## src/rtl/fpu_arbiter.sv

```systemverilog
// Round-robin arbiter that shares one memory-mapped FPU among N_REQ requesters:
// write A, write B, write command, wait for the registered result, pulse it back.
module fpu_arbiter #(
    parameter int N_REQ       = 4,
    parameter int RESULT_WAIT = 1
) (
    input  logic                 clk,
    input  logic                 reset,
    input  logic [N_REQ-1:0]     req_valid,
    output logic [N_REQ-1:0]     req_ready,
    input  logic [32*N_REQ-1:0]  req_a,
    input  logic [32*N_REQ-1:0]  req_b,
    input  logic [2*N_REQ-1:0]   req_op,
    output logic [N_REQ-1:0]     rsp_valid,
    output logic [31:0]          rsp_data,
    output logic                 busy,
    output logic                 fpu_cs,
    output logic [12:0]          fpu_addr,
    output logic [31:0]          fpu_wdata,
    input  logic [31:0]          fpu_rdata
);
    localparam int IW = (N_REQ > 1) ? $clog2(N_REQ) : 1;
    localparam int CW = (RESULT_WAIT > 1) ? $clog2(RESULT_WAIT) : 1;

    localparam logic [12:0] ADDR_A   = 13'h000;
    localparam logic [12:0] ADDR_B   = 13'h004;
    localparam logic [12:0] ADDR_CMD = 13'h008;

    typedef enum logic [2:0] {IDLE, WR_A, WR_B, WR_CMD, WAIT, RESP} state_t;

    state_t           state;
    logic [IW-1:0]    last_grant;
    logic [IW-1:0]    grant_idx;
    logic [IW-1:0]    cand;
    logic             grant_found;
    logic [N_REQ-1:0] grant_oh;
    logic [CW-1:0]    wait_cnt;
    logic [31:0]      lat_a, lat_b, sel_a, sel_b;
    logic [1:0]       lat_op, sel_op;

    // Search starts one past the last winner and wraps, so every requester
    // is reached within N_REQ-1 operations.
    // NOTE: combinational blocks give every output a default first and use
    // blocking assignments, so cand chains correctly and no latch is inferred.
    always_comb begin
        grant_found = 1'b0;
        grant_idx   = '0;
        cand        = last_grant;
        for (int i = 0; i < N_REQ; i++) begin
            cand = (cand == IW'(N_REQ - 1)) ? '0 : cand + IW'(1);
            if (!grant_found && req_valid[cand]) begin
                grant_found = 1'b1;
                grant_idx   = cand;
            end
        end
    end

    always_comb begin
        sel_a     = '0;
        sel_b     = '0;
        sel_op    = '0;
        req_ready = '0;
        for (int i = 0; i < N_REQ; i++) begin
            if (grant_idx == IW'(i)) begin
                sel_a  = req_a[32*i +: 32];
                sel_b  = req_b[32*i +: 32];
                sel_op = req_op[2*i +: 2];
            end
            req_ready[i] = (state == IDLE) && grant_found && !reset && (grant_idx == IW'(i));
        end
    end

    // NOTE: all state and registered outputs use non-blocking assignments;
    // the latched operands are reset too so every flop shares one async clear.
    always_ff @(posedge clk or posedge reset) begin
        if (reset) begin
            state      <= IDLE;
            last_grant <= IW'(N_REQ - 1);
            grant_oh   <= '0;
            wait_cnt   <= '0;
            lat_a      <= '0;
            lat_b      <= '0;
            lat_op     <= '0;
            rsp_valid  <= '0;
            rsp_data   <= '0;
            busy       <= 1'b0;
            fpu_cs     <= 1'b0;
            fpu_addr   <= '0;
            fpu_wdata  <= '0;
        end else begin
            rsp_valid <= '0;
            case (state)
                IDLE: begin
                    if (grant_found) begin
                        lat_a      <= sel_a;
                        lat_b      <= sel_b;
                        lat_op     <= sel_op;
                        last_grant <= grant_idx;
                        grant_oh   <= req_ready;
                        busy       <= 1'b1;
                        fpu_cs     <= 1'b1;
                        fpu_addr   <= ADDR_A;
                        fpu_wdata  <= sel_a;
                        state      <= WR_A;
                    end
                end
                WR_A: begin
                    fpu_addr  <= ADDR_B;
                    fpu_wdata <= lat_b;
                    state     <= WR_B;
                end
                WR_B: begin
                    fpu_addr  <= ADDR_CMD;
                    fpu_wdata <= {30'b0, lat_op};
                    state     <= WR_CMD;
                end
                WR_CMD: begin
                    fpu_cs    <= 1'b0;
                    fpu_addr  <= '0;
                    fpu_wdata <= '0;
                    wait_cnt  <= CW'(RESULT_WAIT - 1);
                    state     <= WAIT;
                end
                WAIT: begin
                    if (wait_cnt == '0) begin
                        rsp_data  <= fpu_rdata;
                        rsp_valid <= grant_oh;
                        state     <= RESP;
                    end else begin
                        wait_cnt <= wait_cnt - CW'(1);
                    end
                end
                RESP: begin
                    busy  <= 1'b0;
                    state <= IDLE;
                end
                default: begin
                    busy     <= 1'b0;
                    fpu_cs   <= 1'b0;
                    fpu_addr <= '0;
                    state    <= IDLE;
                end
            endcase
        end
    end

endmodule

```

## config.mk

```make
export PLATFORM = sky130hd
export DESIGN_NAME = fpu_arbiter
export DESIGN_NICKNAME = d
export VERILOG_FILES = /design/src/rtl/fpu_arbiter.sv
export SDC_FILE = /design/constraint.sdc
export NUM_CORES = 1
export LEC_CHECK = 0
export BUFFER_PORTS_ARGS = -buffer_cell sky130_fd_sc_hd__buf_2
export CORE_AREA = 2 2 150 152
export CTS_BUF_LIST = sky130_fd_sc_hd__clkbuf_4 sky130_fd_sc_hd__clkbuf_8
export DETAILED_ROUTE_END_ITERATION = 8
export DIE_AREA = 0 0 152 154
export GPL_TIMING_DRIVEN = 1
export SLEW_MARGIN = 20
export SYNTH_ARGS = -nofsm -noshare
export SYNTH_HDL_FRONTEND = slang
export SYNTH_SLANG_ARGS = --single-unit
export TNS_END_PERCENT = 20
```

## constraint.sdc

```tcl
create_clock -name clk -period 5.4 [get_ports clk]
set_clock_uncertainty 0.2 [all_clocks]
set_input_delay 0.27 -clock clk [delete_from_list [all_inputs] [get_ports clk]]
set_output_delay 0.27 -clock clk [all_outputs]
set_load 0.05 [all_outputs]
```

==> flow_summary.json <==
{
  "yosysWarnings": 0,
  "avgSynthCellArea_um2": 9.29,
  "synthFlopType": "dfrtp_1",
  "port_buffers": 377,
  "min_period_ns": 4.11,
  "synth_top_family_by_area": "compound AO/OA/AOI/OAI gates",
  "routed_wirelength_um": 27700,
  "synth_compound_area_share_pct": 28.3,
  "crit_path_start_kind": "flip-flop",
  "first_iter_violations": 382,
  "synth_top_cell_by_area": "dfrtp_1",
  "cts_buffers": 17,
  "hold_violations": 0,
  "gp_congestion": 0.848,
  "status": "completed",
  "period_share_pct": 76.2,
  "cts_tree": "built",
  "start_util_pct": 30.0,
  "grt_pass1_vias": 7971,
  "cts.path.max_buffers": 2,
  "cts_sinks": 115,
  "reg2reg_slack_ns": 1.29,
  "synth_most_common_cell": "dfrtp_1",
  "slew_violations": 0,
  "async_reset_ff_share_pct": 100,
  "track_usage_pct": 23.2,
  "fin_hold_ws_ns": 0.0269,
  "wire_per_inst_um": 18.5,
  "grt_pass1_wl_um": 42900,
  "drive_gt1_share_pct": 38.7,
  "die_area_mm2": 0.0234,
  "antenna_left": 0,
  "timing.setup.tns_ns": 0,
  "syn_inst": 701,
  "crit_start": "last_grant[0]$_DFFE_PP1N_",
  "ys_ff_latch": 115,
  "io_pins": 389,
  "rows": 54,
  "path_class": "flip-flop to flip-flop",
  "cts_root_buf": "clkbuf_8",
  "fmax_mhz": 243,
  "reg2reg_from": "last_grant[0]$_DFFE_PP1N_",
  "r2r_end": "lat_b[7]$_DFFE_PP0N_",
  "htree_levels": 4,
  "irDropWorstVdd_mv": 0.335,
  "dp_hpwl_um": 18700,
  "cp_max_fo": 42,
  "final_nets": 1509,
  "endpoint": "lat_b[7]$_DFFE_PP0N_",
  "netlist_top_cells_area": "dfrtp_1 (43%), o221ai_1 (8.2%), a211oi_1 (7.3%)",
  "hold_class": "primary input to flip-flop",
  "synth_edf_count": 0,
  "antennaDiodeCount": 0,
  "placed_area_mm2": 0.00855,
  "endpoint_kind": "flip-flop",
  "synth-adder-area-share_pct": 0.192,
  "synth_xor_area_share_pct": 0.134,
  "p_per_area_mw_per_mm2": 638,
  "power_leakage_nw": 5.26,
  "maxCapViolCount": 0,
  "seq_area_frac_synth_pct": 44.2,
  "synth_mux_area_share_pct": 5.99,
  "yosys.area_share.simple_pct": 15.1,
  "grt_antenna_before_repair": 1,
  "synth_area_mm2": 0.00651,
  "grt_overflow": 0,
  "synth_cell_type_count": 47,
  "fp.dieH_um": 154,
  "clkLatencyLatePin_ns": 0.43,
  "reg2reg_depth": 9,
  "final_area_mm2": 0.0106,
  "synthTopCellsByCount": "dfrtp_1 (113), nand2_1 (96), and3_1 (70)",
  "required_ns": 5.51,
  "setup_viol": 0,
  "area_growth_pct": 63.5,
  "maxSlewHeadroom_pct": 31.2,
  "avgViaCountPerCell": 5.15,
  "rsz0062_at_grt": "no",
  "tightest_slew_ns": 1.03,
  "dieWidth_um": 152,
  "grt_max_degree": 72,
  "clkTransAtPathRegs_ns": 0.08,
  "drtPass1Iterations": 5,
  "post_cts_buffers": 0,
  "cp_data_arrival_time_ns": 4.23,
  "drc": 0,
  "core_area_mm2": 0.0217,
  "vias": 7709,
  "synth_top_cell_area_share_pct": 43.4
}
[state kept, by name, indices dropped and copies added (netlist names)]
register / cells
lat_b: 32
grant_oh: 4
fpu_addr: 2
rsp_data: 32
fpu_cs: 1
fpu_wdata: 32
lat_op: 2
rsp_valid: 4
busy: 1
last_grant: 2
state: 3
[placed cells by master, fill, tap and decap left out, drive strengths merged, types with 2 or more instances in the layout]
cell type    netlist  routed
a211oi            63      63
a21boi             4       4
a21o               6       6
a21oi             12      12
a221oi             5       5
a31oi              2       2
and2               2       2
and3              70      70
buf               32     389
bufinv             0       4
clkbuf            47      18
clkinv             0       3
clkinvlp           0       4
conb               1      11
dfrtp            113     113
dfstp              2       2
dlygate4sd3        0     166
inv                6       8
mux2              32      32
mux2i              3       3
nand2             97      97
nand2b             3       3
nor2              13      13
nor2b              2       2
nor3               2       2
nor4               4       4
o21ai            103     103
o221ai            61      61
o22a               2       2
o32ai              3       3
[through the flow]
stage | util, % | setup slack, ns | instances | total power [mW]
after detailed placement | 39.4 | 2.05 | 1301 | 5.25
after floorplan | - | 1.89 | 711 | 4.22
after CTS | 49.1 | 1.33 | 1498 | 6.80
after global routing | 49.1 | 1.13 | 1498 | 7.25
after global placement | 39.4 | 2.12 | 1301 | 5.20
final | 49.1 | 1.29 | 1498 | 6.79
[cell families (layout without fill, tap and decap cells)]
group                      Yosys count  in the layout
adders and majority gates            1              1
and+or+nand+nor                    195            195
buffers and inverters               85            592
other                                1             11
muxes                               35             35
AOI/OAI and AO/OA                  268            268
DFF                                115            115
xor gates and xnor gates             1              1
[per-layer routing]
| layer | up-vias | track usage (%) | wire length (um) |
|---|---|---|---|
| met5 | - | 0 | 16 |
| met4 | 2 | 6.81 | 625 |
| met3 | 40 | 6.43 | 1950 |
| met2 | 377 | 42.6 | 14400 |
| met1 | 3645 | 26.1 | 10800 |
| li1 | 3645 | - | - |
[final cells by class]
cell class	instances	area [um^2]
sequential	115	2880
tap	280	350
clock buffer	18	248
clock inverter	13	183
timing repair buffer	555	3640
inverter	6	25.0
multi-input combinational	511	3320
fill	2078	11000
[worst min path at each step]
stage          slack [ns]  cells past startpoint                         to                    start
6_report             0.03                      3  fpu_wdata[20]$_DFFE_PP0P_                req_a[84]
5_1_grt            0.0001                      3      lat_b[11]$_DFFE_PP0N_                req_b[75]
4_1_cts             0.005                      3  fpu_wdata[20]$_DFFE_PP0P_                req_a[84]
3_5_place_dp         0.27                      1    grant_oh[0]$_DFFE_PP0N_  grant_oh[0]$_DFFE_PP0N_
3_3_place_gp         0.27                      2      lat_b[12]$_DFFE_PP0N_    lat_b[12]$_DFFE_PP0N_
2_1_floorplan        0.22                      1   rsp_data[10]$_DFFE_PP0N_            fpu_rdata[10]
[critical path, stage by stage (launching register included)]
cell and delay, ns:
dfstp_2 0.59, ha_1 0.32, a21bo_2 0.24, a21oi_4 0.15
nand2_2 0.50, buf_4 0.47, a211oi_1 0.28, dlygate4sd3_1 0.59
o21ai_1 0.06, dlygate4sd3_1 0.56
[timing repair]
item / in CTS / in global routing
resized for setup: 0 / 0
hold buffers: 166 / 0
hold endpoints to repair: 156 / 0
[power by group]
part | total, mW | switching (mW) | internal [mW]
Combinational | 4.34 | 2.68 | 1.65
Clock | 0.896 | 0.383 | 0.513
Sequential | 1.56 | 0.266 | 1.29
Note: power is estimated with default switching activity, not from simulation.
